$ cat src/rtl/i2c_master_arbiter_if.sv
// Bus bundle between PORTS requesters, the arbiter and one shared i2c_master.
// The slave modport is the arbiter's view. The master modport is the view of
// the surrounding environment (requesters plus i2c_master).
interface i2c_master_arbiter_if #(
    parameter int PORTS = 4
);
    // requester command streams, port i in slice i
    logic [PORTS*7-1:0] s_cmd_address;
    logic [PORTS-1:0]   s_cmd_start;
    logic [PORTS-1:0]   s_cmd_read;
    logic [PORTS-1:0]   s_cmd_write;
    logic [PORTS-1:0]   s_cmd_write_multiple;
    logic [PORTS-1:0]   s_cmd_stop;
    logic [PORTS-1:0]   s_cmd_valid;
    logic [PORTS-1:0]   s_cmd_ready;

    // requester write-data streams
    logic [PORTS*8-1:0] s_wr_tdata;
    logic [PORTS-1:0]   s_wr_tvalid;
    logic [PORTS-1:0]   s_wr_tlast;
    logic [PORTS-1:0]   s_wr_tready;

    // read data back to requesters, data broadcast, handshake per port
    logic [7:0]         m_rd_tdata;
    logic               m_rd_tlast;
    logic [PORTS-1:0]   m_rd_tvalid;
    logic [PORTS-1:0]   m_rd_tready;

    // shared command towards i2c_master
    logic [6:0]         m_cmd_address;
    logic               m_cmd_start;
    logic               m_cmd_read;
    logic               m_cmd_write;
    logic               m_cmd_write_multiple;
    logic               m_cmd_stop;
    logic               m_cmd_valid;
    logic               m_cmd_ready;

    // shared write data towards i2c_master
    logic [7:0]         m_wr_tdata;
    logic               m_wr_tvalid;
    logic               m_wr_tlast;
    logic               m_wr_tready;

    // read data from i2c_master
    logic [7:0]         s_rd_tdata;
    logic               s_rd_tvalid;
    logic               s_rd_tlast;
    logic               s_rd_tready;

    logic               master_busy;

    modport slave (
        input  s_cmd_address, s_cmd_start, s_cmd_read, s_cmd_write, s_cmd_write_multiple,
               s_cmd_stop, s_cmd_valid,
        output s_cmd_ready,
        input  s_wr_tdata, s_wr_tvalid, s_wr_tlast,
        output s_wr_tready,
        output m_rd_tdata, m_rd_tlast, m_rd_tvalid,
        input  m_rd_tready,
        output m_cmd_address, m_cmd_start, m_cmd_read, m_cmd_write, m_cmd_write_multiple,
               m_cmd_stop, m_cmd_valid,
        input  m_cmd_ready,
        output m_wr_tdata, m_wr_tvalid, m_wr_tlast,
        input  m_wr_tready,
        input  s_rd_tdata, s_rd_tvalid, s_rd_tlast,
        output s_rd_tready,
        input  master_busy
    );

    modport master (
        output s_cmd_address, s_cmd_start, s_cmd_read, s_cmd_write, s_cmd_write_multiple,
               s_cmd_stop, s_cmd_valid,
        input  s_cmd_ready,
        output s_wr_tdata, s_wr_tvalid, s_wr_tlast,
        input  s_wr_tready,
        input  m_rd_tdata, m_rd_tlast, m_rd_tvalid,
        output m_rd_tready,
        input  m_cmd_address, m_cmd_start, m_cmd_read, m_cmd_write, m_cmd_write_multiple,
               m_cmd_stop, m_cmd_valid,
        output m_cmd_ready,
        input  m_wr_tdata, m_wr_tvalid, m_wr_tlast,
        output m_wr_tready,
        output s_rd_tdata, s_rd_tvalid, s_rd_tlast,
        input  s_rd_tready,
        output master_busy
    );
endinterface

$ cat src/rtl/i2c_master_arbiter.sv
// Round-robin arbiter sharing one i2c_master among PORTS requesters. The owner
// keeps the grant for a whole transaction (until its stop is accepted and the
// master goes idle). A watchdog reclaims the bus from a silent owner by
// issuing a stop-only command, or by simply dropping the grant if the owner
// never issued a command at all.
module i2c_master_arbiter #(
    parameter int PORTS   = 4,
    parameter int TIMEOUT = 1024
) (
    input  logic                clk,
    input  logic                rst_n,
    i2c_master_arbiter_if.slave bus,
    output logic [PORTS-1:0]    grant,
    output logic                timeout_evt
);
    localparam int PW = (PORTS > 1) ? $clog2(PORTS) : 1;
    localparam int TW = (TIMEOUT > 1) ? $clog2(TIMEOUT) : 1;
    localparam logic [TW-1:0] TIMER_LAST = TW'((TIMEOUT > 0) ? TIMEOUT - 1 : 0);
    localparam logic [PW-1:0] LAST_PORT  = PW'(PORTS - 1);

    typedef enum logic [1:0] {
        ST_IDLE,
        ST_GRANT,
        ST_STOP,
        ST_DRAIN
    } state_t;

    state_t           state_q, state_d;
    logic [PORTS-1:0] grant_q, grant_d;
    logic [PW-1:0]    owner_q, owner_d;
    logic [PW-1:0]    rr_last_q, rr_last_d;
    logic [TW-1:0]    timer_q, timer_d;
    logic             cmd_seen_q, cmd_seen_d;
    logic             timeout_evt_q, timeout_evt_d;
    logic             drain_cnt_q, drain_cnt_d;

    // per-port slices unpacked so the owner can be selected by index
    logic [6:0] port_addr  [PORTS];
    logic [7:0] port_wdata [PORTS];

    for (genvar p = 0; p < PORTS; p++) begin : g_unpack
        assign port_addr[p]  = bus.s_cmd_address[7*p +: 7];
        assign port_wdata[p] = bus.s_wr_tdata[8*p +: 8];
    end

    logic [PW-1:0] winner;
    logic          any_req;
    logic [PW-1:0] win_hi, win_lo;
    logic          found_hi;

    // round-robin pick: lowest requesting port above rr_last, else lowest overall
    always_comb begin
        win_hi   = '0;
        win_lo   = '0;
        found_hi = 1'b0;
        for (int i = PORTS - 1; i >= 0; i--) begin
            if (bus.s_cmd_valid[i]) begin
                if (PW'(i) > rr_last_q) begin
                    win_hi   = PW'(i);
                    found_hi = 1'b1;
                end else begin
                    win_lo = PW'(i);
                end
            end
        end
        winner  = found_hi ? win_hi : win_lo;
        any_req = |bus.s_cmd_valid;
    end

    logic [PORTS-1:0] s_cmd_ready_c, s_wr_tready_c, m_rd_tvalid_c;
    logic [6:0]       m_cmd_address_c;
    logic             m_cmd_start_c, m_cmd_read_c, m_cmd_write_c, m_cmd_wm_c, m_cmd_stop_c;
    logic             m_cmd_valid_c;
    logic [7:0]       m_wr_tdata_c;
    logic             m_wr_tvalid_c, m_wr_tlast_c, s_rd_tready_c;

    // owner routing mux: data paths follow the owner in every non-idle state,
    // the command path only in GRANT, STOP substitutes its own stop command
    always_comb begin
        s_cmd_ready_c   = '0;
        s_wr_tready_c   = '0;
        m_rd_tvalid_c   = '0;
        m_cmd_address_c = '0;
        m_cmd_start_c   = 1'b0;
        m_cmd_read_c    = 1'b0;
        m_cmd_write_c   = 1'b0;
        m_cmd_wm_c      = 1'b0;
        m_cmd_stop_c    = 1'b0;
        m_cmd_valid_c   = 1'b0;
        m_wr_tdata_c    = '0;
        m_wr_tvalid_c   = 1'b0;
        m_wr_tlast_c    = 1'b0;
        s_rd_tready_c   = 1'b0;
        if (state_q != ST_IDLE) begin
            m_wr_tdata_c           = port_wdata[owner_q];
            m_wr_tvalid_c          = bus.s_wr_tvalid[owner_q];
            m_wr_tlast_c           = bus.s_wr_tlast[owner_q];
            s_wr_tready_c[owner_q] = bus.m_wr_tready;
            m_rd_tvalid_c[owner_q] = bus.s_rd_tvalid;
            s_rd_tready_c          = bus.m_rd_tready[owner_q];
        end
        case (state_q)
            ST_GRANT: begin
                m_cmd_address_c        = port_addr[owner_q];
                m_cmd_start_c          = bus.s_cmd_start[owner_q];
                m_cmd_read_c           = bus.s_cmd_read[owner_q];
                m_cmd_write_c          = bus.s_cmd_write[owner_q];
                m_cmd_wm_c             = bus.s_cmd_write_multiple[owner_q];
                m_cmd_stop_c           = bus.s_cmd_stop[owner_q];
                m_cmd_valid_c          = bus.s_cmd_valid[owner_q];
                s_cmd_ready_c[owner_q] = bus.m_cmd_ready;
            end
            ST_STOP: begin
                m_cmd_stop_c  = 1'b1;
                m_cmd_valid_c = 1'b1;
            end
            default: begin
            end
        endcase
    end

    logic cmd_hs, wr_hs, rd_hs;
    assign cmd_hs = m_cmd_valid_c & bus.m_cmd_ready;
    assign wr_hs  = m_wr_tvalid_c & bus.m_wr_tready;
    assign rd_hs  = bus.s_rd_tvalid & s_rd_tready_c;

    // next-state logic for arbitration, ownership release and the watchdog
    always_comb begin
        state_d       = state_q;
        grant_d       = grant_q;
        owner_d       = owner_q;
        rr_last_d     = rr_last_q;
        timer_d       = timer_q;
        cmd_seen_d    = cmd_seen_q;
        timeout_evt_d = 1'b0;
        drain_cnt_d   = drain_cnt_q;
        case (state_q)
            ST_IDLE: begin
                if (any_req) begin
                    state_d          = ST_GRANT;
                    owner_d          = winner;
                    rr_last_d        = winner;
                    grant_d          = '0;
                    grant_d[winner]  = 1'b1;
                    timer_d          = '0;
                    cmd_seen_d       = 1'b0;
                end
            end
            ST_GRANT: begin
                if (cmd_hs) begin
                    cmd_seen_d = 1'b1;
                end
                if (cmd_hs && m_cmd_stop_c) begin
                    state_d     = ST_DRAIN;
                    drain_cnt_d = 1'b0;
                    timer_d     = '0;
                end else if (cmd_hs || wr_hs || rd_hs) begin
                    timer_d = '0;
                end else if ((TIMEOUT != 0) && (timer_q == TIMER_LAST)) begin
                    timeout_evt_d = 1'b1;
                    timer_d       = '0;
                    if (cmd_seen_q) begin
                        state_d = ST_STOP;
                    end else begin
                        state_d = ST_IDLE;
                        grant_d = '0;
                    end
                end else begin
                    timer_d = timer_q + TW'(1);
                end
            end
            ST_STOP: begin
                if (cmd_hs) begin
                    state_d     = ST_DRAIN;
                    drain_cnt_d = 1'b0;
                end
            end
            ST_DRAIN: begin
                if (!drain_cnt_q) begin
                    drain_cnt_d = 1'b1;
                end else if (!bus.master_busy && !bus.s_rd_tvalid) begin
                    state_d    = ST_IDLE;
                    grant_d    = '0;
                    cmd_seen_d = 1'b0;
                    timer_d    = '0;
                end
            end
            default: begin
                state_d = ST_IDLE;
                grant_d = '0;
            end
        endcase
    end

    // state register with asynchronous return to the reset values
    always_ff @(posedge clk or negedge rst_n) begin
        if (!rst_n) begin
            state_q       <= ST_IDLE;
            grant_q       <= '0;
            owner_q       <= '0;
            rr_last_q     <= LAST_PORT;
            timer_q       <= '0;
            cmd_seen_q    <= 1'b0;
            timeout_evt_q <= 1'b0;
            drain_cnt_q   <= 1'b0;
        end else begin
            state_q       <= state_d;
            grant_q       <= grant_d;
            owner_q       <= owner_d;
            rr_last_q     <= rr_last_d;
            timer_q       <= timer_d;
            cmd_seen_q    <= cmd_seen_d;
            timeout_evt_q <= timeout_evt_d;
            drain_cnt_q   <= drain_cnt_d;
        end
    end

    assign grant       = grant_q;
    assign timeout_evt = timeout_evt_q;

    assign bus.s_cmd_ready          = s_cmd_ready_c;
    assign bus.s_wr_tready          = s_wr_tready_c;
    assign bus.m_rd_tvalid          = m_rd_tvalid_c;
    assign bus.m_rd_tdata           = bus.s_rd_tdata;
    assign bus.m_rd_tlast           = bus.s_rd_tlast;
    assign bus.m_cmd_address        = m_cmd_address_c;
    assign bus.m_cmd_start          = m_cmd_start_c;
    assign bus.m_cmd_read           = m_cmd_read_c;
    assign bus.m_cmd_write          = m_cmd_write_c;
    assign bus.m_cmd_write_multiple = m_cmd_wm_c;
    assign bus.m_cmd_stop           = m_cmd_stop_c;
    assign bus.m_cmd_valid          = m_cmd_valid_c;
    assign bus.m_wr_tdata           = m_wr_tdata_c;
    assign bus.m_wr_tvalid          = m_wr_tvalid_c;
    assign bus.m_wr_tlast           = m_wr_tlast_c;
    assign bus.s_rd_tready          = s_rd_tready_c;
endmodule
$ cat src/flat_wrapper.sv
// flat-port wrapper written by rule: the top's interface ports become plain ports
module i2c_master_arbiter_flat 
#(
    parameter int PORTS   = 4,
    parameter int TIMEOUT = 1024
)
  (clk, rst_n, grant, timeout_evt, bus_s_cmd_address, bus_s_cmd_start, bus_s_cmd_read, bus_s_cmd_write, bus_s_cmd_write_multiple, bus_s_cmd_stop, bus_s_cmd_valid, bus_s_cmd_ready, bus_s_wr_tdata, bus_s_wr_tvalid, bus_s_wr_tlast, bus_s_wr_tready, bus_m_rd_tdata, bus_m_rd_tlast, bus_m_rd_tvalid, bus_m_rd_tready, bus_m_cmd_address, bus_m_cmd_start, bus_m_cmd_read, bus_m_cmd_write, bus_m_cmd_write_multiple, bus_m_cmd_stop, bus_m_cmd_valid, bus_m_cmd_ready, bus_m_wr_tdata, bus_m_wr_tvalid, bus_m_wr_tlast, bus_m_wr_tready, bus_s_rd_tdata, bus_s_rd_tvalid, bus_s_rd_tlast, bus_s_rd_tready, bus_master_busy);
  i2c_master_arbiter_if #(.PORTS(PORTS)) bus_i ();
  input  logic clk;
  input  logic rst_n;
  output logic [PORTS-1:0] grant;
  output logic timeout_evt;
  input wire logic [$bits(bus_i.s_cmd_address)-1:0] bus_s_cmd_address;
  input wire logic [$bits(bus_i.s_cmd_start)-1:0] bus_s_cmd_start;
  input wire logic [$bits(bus_i.s_cmd_read)-1:0] bus_s_cmd_read;
  input wire logic [$bits(bus_i.s_cmd_write)-1:0] bus_s_cmd_write;
  input wire logic [$bits(bus_i.s_cmd_write_multiple)-1:0] bus_s_cmd_write_multiple;
  input wire logic [$bits(bus_i.s_cmd_stop)-1:0] bus_s_cmd_stop;
  input wire logic [$bits(bus_i.s_cmd_valid)-1:0] bus_s_cmd_valid;
  output wire logic [$bits(bus_i.s_cmd_ready)-1:0] bus_s_cmd_ready;
  input wire logic [$bits(bus_i.s_wr_tdata)-1:0] bus_s_wr_tdata;
  input wire logic [$bits(bus_i.s_wr_tvalid)-1:0] bus_s_wr_tvalid;
  input wire logic [$bits(bus_i.s_wr_tlast)-1:0] bus_s_wr_tlast;
  output wire logic [$bits(bus_i.s_wr_tready)-1:0] bus_s_wr_tready;
  output wire logic [$bits(bus_i.m_rd_tdata)-1:0] bus_m_rd_tdata;
  output wire logic [$bits(bus_i.m_rd_tlast)-1:0] bus_m_rd_tlast;
  output wire logic [$bits(bus_i.m_rd_tvalid)-1:0] bus_m_rd_tvalid;
  input wire logic [$bits(bus_i.m_rd_tready)-1:0] bus_m_rd_tready;
  output wire logic [$bits(bus_i.m_cmd_address)-1:0] bus_m_cmd_address;
  output wire logic [$bits(bus_i.m_cmd_start)-1:0] bus_m_cmd_start;
  output wire logic [$bits(bus_i.m_cmd_read)-1:0] bus_m_cmd_read;
  output wire logic [$bits(bus_i.m_cmd_write)-1:0] bus_m_cmd_write;
  output wire logic [$bits(bus_i.m_cmd_write_multiple)-1:0] bus_m_cmd_write_multiple;
  output wire logic [$bits(bus_i.m_cmd_stop)-1:0] bus_m_cmd_stop;
  output wire logic [$bits(bus_i.m_cmd_valid)-1:0] bus_m_cmd_valid;
  input wire logic [$bits(bus_i.m_cmd_ready)-1:0] bus_m_cmd_ready;
  output wire logic [$bits(bus_i.m_wr_tdata)-1:0] bus_m_wr_tdata;
  output wire logic [$bits(bus_i.m_wr_tvalid)-1:0] bus_m_wr_tvalid;
  output wire logic [$bits(bus_i.m_wr_tlast)-1:0] bus_m_wr_tlast;
  input wire logic [$bits(bus_i.m_wr_tready)-1:0] bus_m_wr_tready;
  input wire logic [$bits(bus_i.s_rd_tdata)-1:0] bus_s_rd_tdata;
  input wire logic [$bits(bus_i.s_rd_tvalid)-1:0] bus_s_rd_tvalid;
  input wire logic [$bits(bus_i.s_rd_tlast)-1:0] bus_s_rd_tlast;
  output wire logic [$bits(bus_i.s_rd_tready)-1:0] bus_s_rd_tready;
  input wire logic [$bits(bus_i.master_busy)-1:0] bus_master_busy;
  assign bus_i.s_cmd_address = bus_s_cmd_address;
  assign bus_i.s_cmd_start = bus_s_cmd_start;
  assign bus_i.s_cmd_read = bus_s_cmd_read;
  assign bus_i.s_cmd_write = bus_s_cmd_write;
  assign bus_i.s_cmd_write_multiple = bus_s_cmd_write_multiple;
  assign bus_i.s_cmd_stop = bus_s_cmd_stop;
  assign bus_i.s_cmd_valid = bus_s_cmd_valid;
  assign bus_s_cmd_ready = bus_i.s_cmd_ready;
  assign bus_i.s_wr_tdata = bus_s_wr_tdata;
  assign bus_i.s_wr_tvalid = bus_s_wr_tvalid;
  assign bus_i.s_wr_tlast = bus_s_wr_tlast;
  assign bus_s_wr_tready = bus_i.s_wr_tready;
  assign bus_m_rd_tdata = bus_i.m_rd_tdata;
  assign bus_m_rd_tlast = bus_i.m_rd_tlast;
  assign bus_m_rd_tvalid = bus_i.m_rd_tvalid;
  assign bus_i.m_rd_tready = bus_m_rd_tready;
  assign bus_m_cmd_address = bus_i.m_cmd_address;
  assign bus_m_cmd_start = bus_i.m_cmd_start;
  assign bus_m_cmd_read = bus_i.m_cmd_read;
  assign bus_m_cmd_write = bus_i.m_cmd_write;
  assign bus_m_cmd_write_multiple = bus_i.m_cmd_write_multiple;
  assign bus_m_cmd_stop = bus_i.m_cmd_stop;
  assign bus_m_cmd_valid = bus_i.m_cmd_valid;
  assign bus_i.m_cmd_ready = bus_m_cmd_ready;
  assign bus_m_wr_tdata = bus_i.m_wr_tdata;
  assign bus_m_wr_tvalid = bus_i.m_wr_tvalid;
  assign bus_m_wr_tlast = bus_i.m_wr_tlast;
  assign bus_i.m_wr_tready = bus_m_wr_tready;
  assign bus_i.s_rd_tdata = bus_s_rd_tdata;
  assign bus_i.s_rd_tvalid = bus_s_rd_tvalid;
  assign bus_i.s_rd_tlast = bus_s_rd_tlast;
  assign bus_s_rd_tready = bus_i.s_rd_tready;
  assign bus_i.master_busy = bus_master_busy;
  i2c_master_arbiter #(.PORTS(PORTS), .TIMEOUT(TIMEOUT)) u_core (.clk(clk), .rst_n(rst_n), .bus(bus_i), .grant(grant), .timeout_evt(timeout_evt));
endmodule
$ cat config.mk
export PLATFORM = sky130hd
export DESIGN_NAME = i2c_master_arbiter_flat
export DESIGN_NICKNAME = d
export VERILOG_FILES = /design/src/rtl/i2c_master_arbiter_if.sv /design/src/rtl/i2c_master_arbiter.sv /design/src/flat_wrapper.sv
export SDC_FILE = /design/constraint.sdc
export NUM_CORES = 1
export LEC_CHECK = 0
export BUFFER_PORTS_ARGS = -buffer_cell sky130_fd_sc_hd__buf_2
export CAP_MARGIN = 25
export CELL_PAD_IN_SITES_DETAIL_PLACEMENT = 1
export CELL_PAD_IN_SITES_GLOBAL_PLACEMENT = 1
export CORE_MARGIN = 2
export CORE_UTILIZATION = 26
export DETAILED_ROUTE_END_ITERATION = 16
export PLACE_DENSITY = 0.78
export SLEW_MARGIN = 20
export SYNTH_ARGS = -nofsm -noshare
export SYNTH_HDL_FRONTEND = slang
export SYNTH_SLANG_ARGS = --single-unit
$ cat constraint.sdc
create_clock -name clk -period 2.1 [get_ports clk]
set_input_delay 0 -clock clk [delete_from_list [all_inputs] [get_ports clk]]
set_output_delay 0 -clock clk [all_outputs]
set_load 0.01 [all_outputs]
==> results.ini, run 1 <==
[status]
status = complete, but fails checks
violations = negative setup slack

[pwr]
peakVddDrop_mv = 0.6208
seq_power_share = 0.174
clkPwrFrac = 0.076
p_comb_frac = 0.751
total_power_w = 0.003858
p_leak_nw = 1.650
netSwitchingPower_w = 0.001743
swShare = 0.4517
p_per_area_nw_per_um2 = 1172
internal_power_w = 0.002115

[cts]
ctsHtreeMaxLevel = 1
cts_buffers = 3
clock-sinks = 23
clockBufferDepth = 2
cts-root-buf = clkbuf_8
cts_tree = built
clk_latency_ps = 270
clkTransAtPathRegs_ps = 90

[critical_path]
rrSetupSlack_ps = -60
path_buf_inv = 1
reg2reg_to = u_core.state_q[0]$_DFFE_PN0P_
path_max_fanout = 4
crit_type = register to register
critical_path_arrival_ps = 2320
slowest_stage = mux4_2
start_kind = register
r2r_cells = 6
critPathMaxStageDelay_ps = 540
end_kind = register
cp_top_family = compound AO/OA/AOI/OAI gates
crit_required_ps = 2260
path_cells = buf_6, mux4_2, a32oi_4, o2111ai_4, a31o_1, o32a_1
r2r-start = u_core.owner_q[0]$_DFFE_PN0P_

[synthesis]
yosysWarnings = 0
seq_area_frac_synth = 0.2548
synth_area_um2 = 2268
synth-edff-count = 0
async_flop_share = 1.000
syn_avg_cell_area_um2 = 10.13
syn_nets = 341
synthCells = 224
synthDistinctLibCells = 50
synthDominantCellAreaShare = 0.2317
yosys.area.top_type = dfrtp_1
synth.area.top_cells = dfrtp_1 (23%), mux4_2 (17%), mux4_1 (8.1%)
synth_ff_type = dfrtp_1
synth-seq-cells = 23

[floorplan]
row_count = 34
core_um2 = 8593
initial_core_util = 0.2640
dieHeight_um = 97.41
dieArea_um2 = 9488
die_w_um = 97.41
ios = 161

[layout]
antenna_cells = 0
syn_to_final_growth_pct = 45.06
seq_area_um2 = 579.3
multi_input_area_um2 = 1612
nNetsFinal = 491
fillers = 1047
drive_gt1_frac = 0.5416

[place]
pre_cts_ws_ps = -144.5
io_buffer_count = 142
post-dp-hpwl_um = 6924
place.gp.congestion = 0.8245

[global_route]
grt_max_degree = 27
grt_usage = 0.1738
grt_overflow_total = 0
grt_pass1_vias = 2594
grt_pass1_wl_um = 13450
grt_antenna_before_repair = 0

[timing]
setup_ws_ps = -60.72
clock-skew-final_ps = 4.964
rsz0062_at_grt = yes
worstMarginPinSlew_ps = 571.7
relSlewSlack = 0.6189
fin_crit_sh = 1.029
clock.fmax_mhz = 462.8
hold_viol = 0
min_period_ps = 2161
slew_violations = 0
setup_viol = 8

[flow_run]
max_cap_violations = 0

[routing]
drt_iter0_markers = 127
vias_per_cell = 5.104
routed_wl_um = 8571
detail-route-antenna-nets = 0
vias = 2455
wire_per_inst_um = 17.82
drt_first_pass_iters = 6
drc = 0

[hold_path]
worstHoldStart = bus_s_rd_tdata[4]
hold_class = input pin to primary output
min_to = bus_m_rd_tdata[4]
worstHoldPathCells = 0

worst register-to-register path, stage by stage, from the launching register on:
cell and delay [ps]:
dfrtp_2 420, buf_6 110, mux4_2 540, a32oi_4 240, o2111ai_4 170, a31o_1 270, o32a_1 290
synth_stat cells (all sizes together), types with 2 or more instances:
cell type,instances
mux2i,2
a32oi,2
o2111ai,2
and2,23
nor2,16
o21ai,12
dfrtp,21
a22o,6
nand3b,2
mux2,3
buf,14
o211ai,4
a221oi,3
inv,5
dfstp,2
nor3,6
a21o,2
mux4,24
clkbuf,7
a21oi,7
nor2b,10
ha,6
or3b,2
nand2,18
and3,8
nand2b,2
a31o,2
repair_timing:
action	4_1_cts	5_1_grt
gates cloned	0	0
endpoints found under the setup margin	19	36
resized for setup	8	11
setup buffers	2	1
hold buffers	1	0
hold endpoints to repair	21	0
pin swaps	3	4
sequential cells by signal, indices dropped and copies added, names as in the netlist, named ones only:
| name | flops |
|---|---|
| u_core.rr_last_q | 2 |
| u_core.owner_q | 2 |
| u_core.timeout_evt | 1 |
| u_core.grant | 4 |
| u_core.state_q | 1 |
| u_core.timer_q | 10 |
| u_core.drain_cnt_q | 1 |
| u_core.cmd_seen_q | 1 |
how the worst max path moves through the flow:
stage / from / endpoint / slack [ps] / cells after the start
final: u_core.owner_q[0]$_DFFE_PN0P_ / u_core.state_q[0]$_DFFE_PN0P_ / -60 / 6
after detailed placement: u_core.owner_q[0]$_DFFE_PN0P_ / u_core.state_q[0]$_DFFE_PN0P_ / -140 / 5
after floorplan: u_core.owner_q[0]$_DFFE_PN0P_ / u_core.state_q[0]$_DFFE_PN0P_ / 30 / 6
after global routing: u_core.owner_q[0]$_DFFE_PN0P_ / u_core.state_q[0]$_DFFE_PN0P_ / -150 / 6
after global placement: u_core.owner_q[0]$_DFFE_PN0P_ / u_core.state_q[0]$_DFFE_PN0P_ / -40 / 5
after CTS: u_core.owner_q[0]$_DFFE_PN0P_ / u_core.timer_q[9]$_DFFE_PN0P_ / -160 / 8
through the flow:
step             util  std cells  setup TNS [ps]  hold WS (ps)  area [um^2]
5_1_grt        0.3829        481           -1717       0.01506         3291
2_1_floorplan       -        224               0        -295.6         2268
3_5_place_dp   0.3658        473          -766.9       0.06862         3143
3_3_place_gp   0.3658        473          -43.16       0.06862         3143
4_1_cts        0.3781        480           -1571       0.06862         3249
6_report       0.3829        481          -222.8      0.004457         3291
cell type report:
type                       count  share of cell area
inverter                       5            0.005703
timing repair buffer         166              0.2738
multi-input combinational    175              0.4897
tap                          108             0.04106
sequential                    23              0.1760
clock buffer                   4             0.01369
cells in the final DEF, fill, tap and decap left out, types with 4 or more instances in the layout:
cell type	n
dfrtp_1	20
o21ai_0	7
o211ai_1	4
buf_4	21
nor2_1	15
nor2b_1	10
and3_1	8
o21ai_1	5
a22o_1	6
a21oi_1	5
buf_2	142
ha_1	6
nand2_1	18
and2_1	23
mux4_2	18
inv_1	5
mux4_1	6
nor3_1	6
layer usage:
metal / global-route usage / vias up / wire, um
met5: 0 / - / 0
met2: 0.3199 / 74 / 4554
li1: - / 1148 / -
met4: 0.04060 / 0 / 87
met1: 0.2154 / 1225 / 3526
met3: 0.02230 / 8 / 401
kinds of logic (layout without fill, tap and decap cells):
| group | Yosys count | in the layout | synth area share |
|---|---|---|---|
| AO/OA/AOI/OAI | 49 | 49 | 0.1611 |
| adder cells (fa/ha/maj) | 6 | 6 | 0.03309 |
| buffers and inverters | 26 | 175 | 0.06177 |
| flip-flops | 23 | 23 | 0.2548 |
| multiplexers | 29 | 29 | 0.2736 |
| AND/OR/NAND/NOR | 91 | 91 | 0.2157 |
power by group through the flow:
stage | Clock, W | Combinational [W] | Sequential [W]
2_1_floorplan | 0 | 0.00173 | 0.000665
3_3_place_gp | 0 | 0.00263 | 0.000664
3_5_place_dp | 0 | 0.00272 | 0.000677
4_1_cts | 0.000301 | 0.00282 | 0.000670
5_1_grt | 0.000319 | 0.00314 | 0.000690
6_report | 0.000292 | 0.00290 | 0.000671
Power figures use the tool's default switching activity.
==> run 2: changes to the inputs <==
--- a/config.mk
+++ b/config.mk
@@ -5,12 +5,13 @@
 export SDC_FILE = /design/constraint.sdc
 export NUM_CORES = 1
 export LEC_CHECK = 0
+export ABC_AREA = 1
 export BUFFER_PORTS_ARGS = -buffer_cell sky130_fd_sc_hd__buf_2
 export CAP_MARGIN = 25
 export CELL_PAD_IN_SITES_DETAIL_PLACEMENT = 1
 export CELL_PAD_IN_SITES_GLOBAL_PLACEMENT = 1
 export CORE_MARGIN = 2
-export CORE_UTILIZATION = 26
+export CORE_UTILIZATION = 24
 export DETAILED_ROUTE_END_ITERATION = 16
 export PLACE_DENSITY = 0.78
 export SLEW_MARGIN = 20
==> run 2 against run 1 <==
  * The run now ends clean
  * Non-clock buffer count decreased by 13
  * Synthesized cell count up 50%
  * Via count up 16%
  * Global-route usage fell by 0.81 points
  * Critical endpoint is now bus_m_cmd_write_multiple
  * Largest cell class unchanged
  * Highest routed layer unchanged
==> results.ini, run 2 <==
[status]
status = finished, final reports clean

[synthesis]
synth-seq-cells = 23  ; unchanged
synth.area.top_cells = dfrtp_1 (23%), nand2_1 (15%), a22oi_1 (14%)
yosysWarnings = 0  ; unchanged
synthDominantCellAreaShare = 0.2333  ; +0.001673
synth_area_um2 = 2252  ; -0.72%
async_flop_share = 1.000  ; unchanged
synth_ff_type = dfrtp_1
synthDistinctLibCells = 33  ; -34%
synth_common_cells = nand2_1 (87), a22oi_1 (41), a21oi_1 (30)
post-synth-top-count-cell = nand2_1
syn_nets = 452  ; +33%
seq_area_frac_synth = 0.2567  ; +0.001840
syn_avg_cell_area_um2 = 6.723  ; -34%
synthCells = 335  ; +50%
synth-edff-count = 0  ; unchanged
yosys.area.top_type = dfrtp_1

[layout]
syn_to_final_growth_pct = 37.50
final_cell_mix = buf_2 (142), nand2_1 (87), a22oi_1 (41)
fillers = 1223  ; +17%
top_register = u_core.timer_q
final_util = 0.3383  ; -0.04459
mostFrequentLayoutCell = buf_2
multi_input_area_um2 = 1416  ; -12%
nNetsFinal = 587  ; +20%
largest_reg_flops = 10  ; unchanged
drive_gt1_frac = 0.3987  ; -0.1428
seq_area_um2 = 579.3  ; unchanged

[critical_path]
critical_path_arrival_ps = 1920  ; -400 ps
rrSetupSlack_ps = 240  ; +300 ps
crit_type = register to primary output
reg2reg_to = u_core.drain_cnt_q$_DFFE_PN0P_
crit_required_ps = 2100  ; -160 ps
r2r_cells = 12  ; +6
crit_end = bus_m_cmd_write_multiple
end_kind = primary output
path_max_fanout = 12  ; +8
start_kind = register
r2r-start = u_core.owner_q[0]$_DFFE_PN0P_

[timing]
clock.fmax_mhz = 520.2  ; +12%
fin_crit_sh = 0.9154  ; -0.1135
rsz0062_at_grt = no
min_period_ps = 1922  ; -238.4 ps
setup_viol = 0  ; -8
hold_viol = 0  ; unchanged
worstMarginPinSlew_ps = 556.0  ; -15.70 ps
clock-skew-final_ps = 7.153  ; +2.189 ps
slew_violations = 0  ; unchanged
relSlewSlack = 0.6293  ; +0.01047
finalSetupTns_ps = 0  ; +222.8 ps

[pwr]
seq_power_share = 0.175  ; about the same
peakVddDrop_mv = 0.3881  ; -37%
clkPwrFrac = 0.073  ; -0.003
internal_power_w = 0.001751  ; -17%
netSwitchingPower_w = 0.002167  ; +24%
p_per_area_nw_per_um2 = 1265  ; +7.9%
p_leak_nw = 1.691  ; +2.5%
swShare = 0.5531  ; +0.1013
p_comb_frac = 0.752  ; about the same

[routing]
vias = 2854  ; +16%
detail-route-antenna-nets = 0  ; unchanged
drt_iter0_markers = 95  ; -25%
wire_per_inst_um = 15.50  ; -13%
drt_first_pass_iters = 4  ; -2
vias_per_cell = 4.912  ; -3.8%
drc = 0  ; unchanged
routed_wl_um = 9006  ; +5.1%

[floorplan]
ios = 161  ; unchanged
dieHeight_um = 100.9  ; +3.6%
die_w_um = 100.9  ; +3.6%
row_count = 35  ; +2.9%
dieArea_um2 = 10170  ; +7.2%
initial_core_util = 0.2461  ; -0.01791
core_um2 = 9153  ; +6.5%

[global_route]
grt_antenna_before_repair = 1  ; +1
busiest_layer = met2
grt_overflow_total = 0  ; unchanged
grtUsageMet3 = 0.03745  ; +0.01515
grt_max_degree = 24  ; -11%
grt_pass1_vias = 2860  ; +10%
use_met2 = 0.3118  ; -0.008099
gr-usage-met1 = 0.1860  ; -0.02938
grt_usage = 0.1657  ; -0.008118
grt_pass1_wl_um = 13640  ; +1.4%

[cts]
cts_buffers = 3  ; unchanged
post_cts_buffers = 0  ; -2
ctsHtreeMaxLevel = 1  ; unchanged
cts-root-buf = clkbuf_8
clkTransAtPathRegs_ps = 90  ; about the same
clock-sinks = 23  ; unchanged
cts_tree = built
clk_latency_ps = 270  ; about the same
clockBufferDepth = 2  ; unchanged

[hold_path]
hold_class = input pin to primary output

[place]
post-dp-hpwl_um = 7414  ; +7.1%
io_buffer_count = 142  ; unchanged
place.gp.congestion = 0.8230  ; -0.18%

[flow_run]
max_cap_violations = 0  ; unchanged

run 2: changes by cell type in the layout (fill, tap and decap cells not counted), moves of 7 or more:
cell	previous run	this run
inv_1	5	25
nand3_1	0	11
mux4_2	18	0
buf_4	21	10
nand4_1	1	10
a22oi_1	0	41
nor2b_1	10	0
and2_1	23	0
nor2_2	0	7
nand2_1	18	87
a21oi_1	5	30
and3_1	8	0
nor2_1	15	27
run 2: final cells by class:
class | instances | area share
antenna | 1 | 0.0008081
clock buffer | 4 | 0.01455
inverter | 31 | 0.03838
multi-input combinational | 258 | 0.4574
sequential | 23 | 0.1871
tap | 111 | 0.04485
timing repair buffer | 153 | 0.2570
run 2: critical path: stages (launching register included):
cell	delay [ps]
dfrtp_1	450
inv_1	110
ha_1	250
buf_4	210
inv_1	120
buf_4	210
a21oi_1	130
buf_2	160
run 2: cell families (layout without fill, tap and decap cells):
kind of cell               Yosys count  after routing  share of synthesized area
AOI/OAI and AO/OA                   89             89                     0.2500
xor gates and xnor gates             6              6                    0.02333
adders and majority gates            6              6                    0.03333
buffers and inverters               54            188                     0.1144
DFF                                 23             23                     0.2567
other                                0              1                          0
and+or+nand+nor                    157            157                     0.3222
run 2: worst min path at each step:
stage	start	end	slack [ps]	depth (start not counted)
finish	bus_s_rd_tdata[3]	bus_m_rd_tdata[3]	0.004	0
global route	bus_s_rd_tdata[3]	bus_m_rd_tdata[3]	0.02	0
CTS	bus_s_rd_tdata[1]	bus_m_rd_tdata[1]	0.07	0
detailed placement	bus_s_rd_tdata[1]	bus_m_rd_tdata[1]	0.07	0
global placement	bus_s_rd_tdata[1]	bus_m_rd_tdata[1]	0.07	0
floorplan	rst_n	async pin	-300	0
run 2: power by group through the flow:
stage / registers, W / logic [W] / clock network [W]
after floorplan: 0.000652 / 0.00198 / 0
after global placement: 0.000684 / 0.00288 / 0
after detailed placement: 0.000691 / 0.00296 / 0
after CTS: 0.000684 / 0.00297 / 0.000304
after global routing: 0.000702 / 0.00330 / 0.000321
final: 0.000686 / 0.00294 / 0.000288
run 2: repair_timing:
action / in CTS / in global routing
hold buffers: 1 / 0
hold endpoints to repair: 21 / 0
setup endpoints to repair: 0 / 9
gates resized for setup: 0 / 1
run 2: metal layers:
layer | share of wire | vias to the layer above
li1 | - | 1401
met2 | 0.52 | 97
met4 | 0.017 | 0
met5 | 0 | -
met3 | 0.073 | 11
met1 | 0.39 | 1345
run 2: through the flow:
stage,std cells,total power [W],setup WS [ps],hold slack (ps),cell area [um^2]
floorplan,335,0.002637,393.0,-295.6,2252
global placement,575,0.003560,259.9,0.06862,3038
detailed placement,575,0.003650,158.6,0.06862,3038
CTS,580,0.003959,126.7,0.06862,3093
global route,581,0.004327,5.294,0.01600,3097
finish,581,0.003918,177.7,0.004435,3097
==> run 3: changes to the inputs <==
--- a/config.mk
+++ b/config.mk
@@ -13,6 +13,7 @@
 export CORE_MARGIN = 2
 export CORE_UTILIZATION = 24
 export DETAILED_ROUTE_END_ITERATION = 16
+export HOLD_SLACK_MARGIN = 0.03
 export PLACE_DENSITY = 0.78
 export SLEW_MARGIN = 20
 export SYNTH_ARGS = -nofsm -noshare
==> run 3 against run 2 <==
  * Flip-flop and latch count stayed put
  * Global-route usage is essentially flat
  * Core utilization rose by 0.98 points
  * Die area unchanged
  * First-iteration DRC count decreased by 17%
  * Wire length increased by 0.98%
  * Via count increased by 1.2%
  * Combinational power is essentially flat
  * Register-to-register slack about the same
  * Largest power group unchanged
  * Sequential power about the same
  * Clock skew up 0.64 ps
==> results.ini, run 3 (same netlist as run 2, synthesis figures left out) <==
[status]
status = finished, final reports clean

[timing]
clock.fmax_mhz = 518.5  ; -0.33%
min_period_ps = 1929  ; +6.395 ps
slew_violations = 0  ; unchanged
finalSetupTns_ps = 0  ; unchanged
relSlewSlack = 0.6289  ; about the same
clock-skew-final_ps = 7.789  ; +0.6358 ps
setup_ws_ps = 171.3  ; -6.395 ps
setup_viol = 0  ; unchanged
hold_viol = 0  ; unchanged
fin_crit_sh = 0.9184  ; +0.003045
rsz0062_at_grt = no
worstMarginPinSlew_ps = 556.6  ; +0.5984 ps

[global_route]
grt_overflow_total = 0  ; unchanged
grt_pass1_wl_um = 13620  ; -0.15%
grt_max_degree = 24  ; unchanged
grt_pass1_vias = 2852  ; -0.28%
grt_antenna_before_repair = 1  ; unchanged
grt_usage = 0.1654  ; -0.0002905

[pwr]
peakVddDrop_mv = 0.3878  ; about the same
total_power_w = 0.003937  ; +0.50%
p_per_area_nw_per_um2 = 1235  ; -2.3%
p_leak_nw = 1.729  ; +2.2%

[cts]
clkTransAtPathRegs_ps = 90  ; about the same
cts-root-buf = clkbuf_8
clockBufferDepth = 2  ; unchanged
clock-sinks = 23  ; unchanged
cts_buffers = 3  ; unchanged
clk_latency_ps = 270  ; about the same
ctsHtreeMaxLevel = 1  ; unchanged
cts_tree = built

[critical_path]
path_cells = inv_1, ha_1, buf_4, inv_1, buf_4, a21oi_1, buf_2
critical_path_arrival_ps = 1930  ; about the same
slowest_stage = dfrtp_1
path_buf_inv = 5  ; unchanged
end_kind = primary output
path_max_fanout = 12  ; unchanged
start_kind = register
crit_required_ps = 2100  ; about the same
cp_top_family = buffers and inverters
crit_type = register to primary output
critPathMaxStageDelay_ps = 450  ; about the same

[layout]
mostFrequentLayoutCell = buf_2
top_register = u_core.timer_q
drive_gt1_frac = 0.3912  ; -0.007507
largest_reg_flops = 10  ; unchanged
layout.cells.non_filler = 590  ; +1.5%
final_cell_mix = buf_2 (142), nand2_1 (87), a22oi_1 (41)
syn_to_final_growth_pct = 41.50
fillers = 1218  ; -0.41%
nNetsFinal = 596  ; +1.5%

[floorplan]
dieArea_um2 = 10170  ; unchanged
die_w_um = 100.9  ; unchanged
row_count = 35  ; unchanged
core_um2 = 9153  ; unchanged
dieHeight_um = 100.9  ; unchanged
ios = 161  ; unchanged
initial_core_util = 0.2461  ; unchanged

[place]
post-dp-hpwl_um = 7414  ; unchanged
pre_cts_ws_ps = 158.6  ; unchanged
io_buffer_count = 142  ; unchanged
place.gp.congestion = 0.8230  ; unchanged
dp.cells = 575  ; unchanged

[routing]
drt_iter0_markers = 79  ; -17%
vias = 2888  ; +1.2%
drt_first_pass_iters = 4  ; unchanged
wire_per_inst_um = 15.41  ; -0.56%
vias_per_cell = 4.895  ; -0.35%
detail-route-antenna-nets = 0  ; unchanged
drc = 0  ; unchanged
routed_wl_um = 9094  ; +0.98%

[hold_path]
hold_class = input pin to register

[flow_run]
max_cap_violations = 0  ; unchanged

## run 3: power by group
group          internal (W)  switching [W]  leakage (nW)
logic               0.00106        0.00190          1.40
registers          0.000567       0.000118         0.304
clock network      0.000136       0.000152        0.0228
total               0.00176        0.00217          1.73
## run 3: repair_timing
action / CTS / global route
buffers inserted: 0 / 0
resized for setup: 0 / 1
hold buffers: 10 / 0
endpoints found under the hold margin: 30 / 0
endpoints found under the setup margin: 0 / 9
## run 3: worst paths after layout
| check | startpoint | endpoint | slack (ps) | depth (start not counted) |
|---|---|---|---|---|
| worst max-delay path | register | bus_m_cmd_write_multiple | 170 | 7 |
| worst min-delay path | bus_m_cmd_ready | u_core.cmd_seen_q$_DFFE_PN0P_ | 70 | 3 |
| worst max register to register | u_core.owner_q[0]$_DFFE_PN0P_ | u_core.drain_cnt_q$_DFFE_PN0P_ | 240 | 12 |
| worst min register to register | u_core.grant[2]$_DFFE_PN0P_ | u_core.grant[2]$_DFFE_PN0P_ | 480 | 2 |
| max in group asynchronous | rst_n | u_core.owner_q[0]$_DFFE_PN0P_ | 1460 | 2 |
| min in group asynchronous | rst_n | u_core.timer_q[8]$_DFFE_PN0P_ | 240 | 2 |
## run 3: area by class of cell
type | count | area, um^2 | area share
flip-flops and latches | 23 | 579.3 | 0.1818
diodes | 1 | 2.502 | 0.0007852
well taps | 111 | 138.9 | 0.04358
inverters | 31 | 118.9 | 0.03730
repair buffers | 162 | 885.9 | 0.2780
clock buffers | 4 | 45.04 | 0.01413
multi-input cells | 258 | 1416 | 0.4444
## run 3: per-layer routing
layer  track usage  share of wire  up-vias
li1              -              -     1419
met1        0.1860           0.39     1362
met2        0.3118           0.52       96
met3       0.03606          0.069       11
met4       0.04426          0.017        0
met5             0              0        -
## run 3: per-stage QoR
stage	area, um^2	utilization	hold WS (ps)
3_3_place_gp	3038	0.3319	0.06862
3_5_place_dp	3038	0.3319	0.06862
2_1_floorplan	2252	-	-295.6
4_1_cts	3183	0.3478	61.64
5_1_grt	3187	0.3482	82.71
6_report	3187	0.3482	67.31
## run 3: tightest hold or removal path: stages
cell and delay (ps):
buf_2 150, nand3_1 90, a22oi_1 60
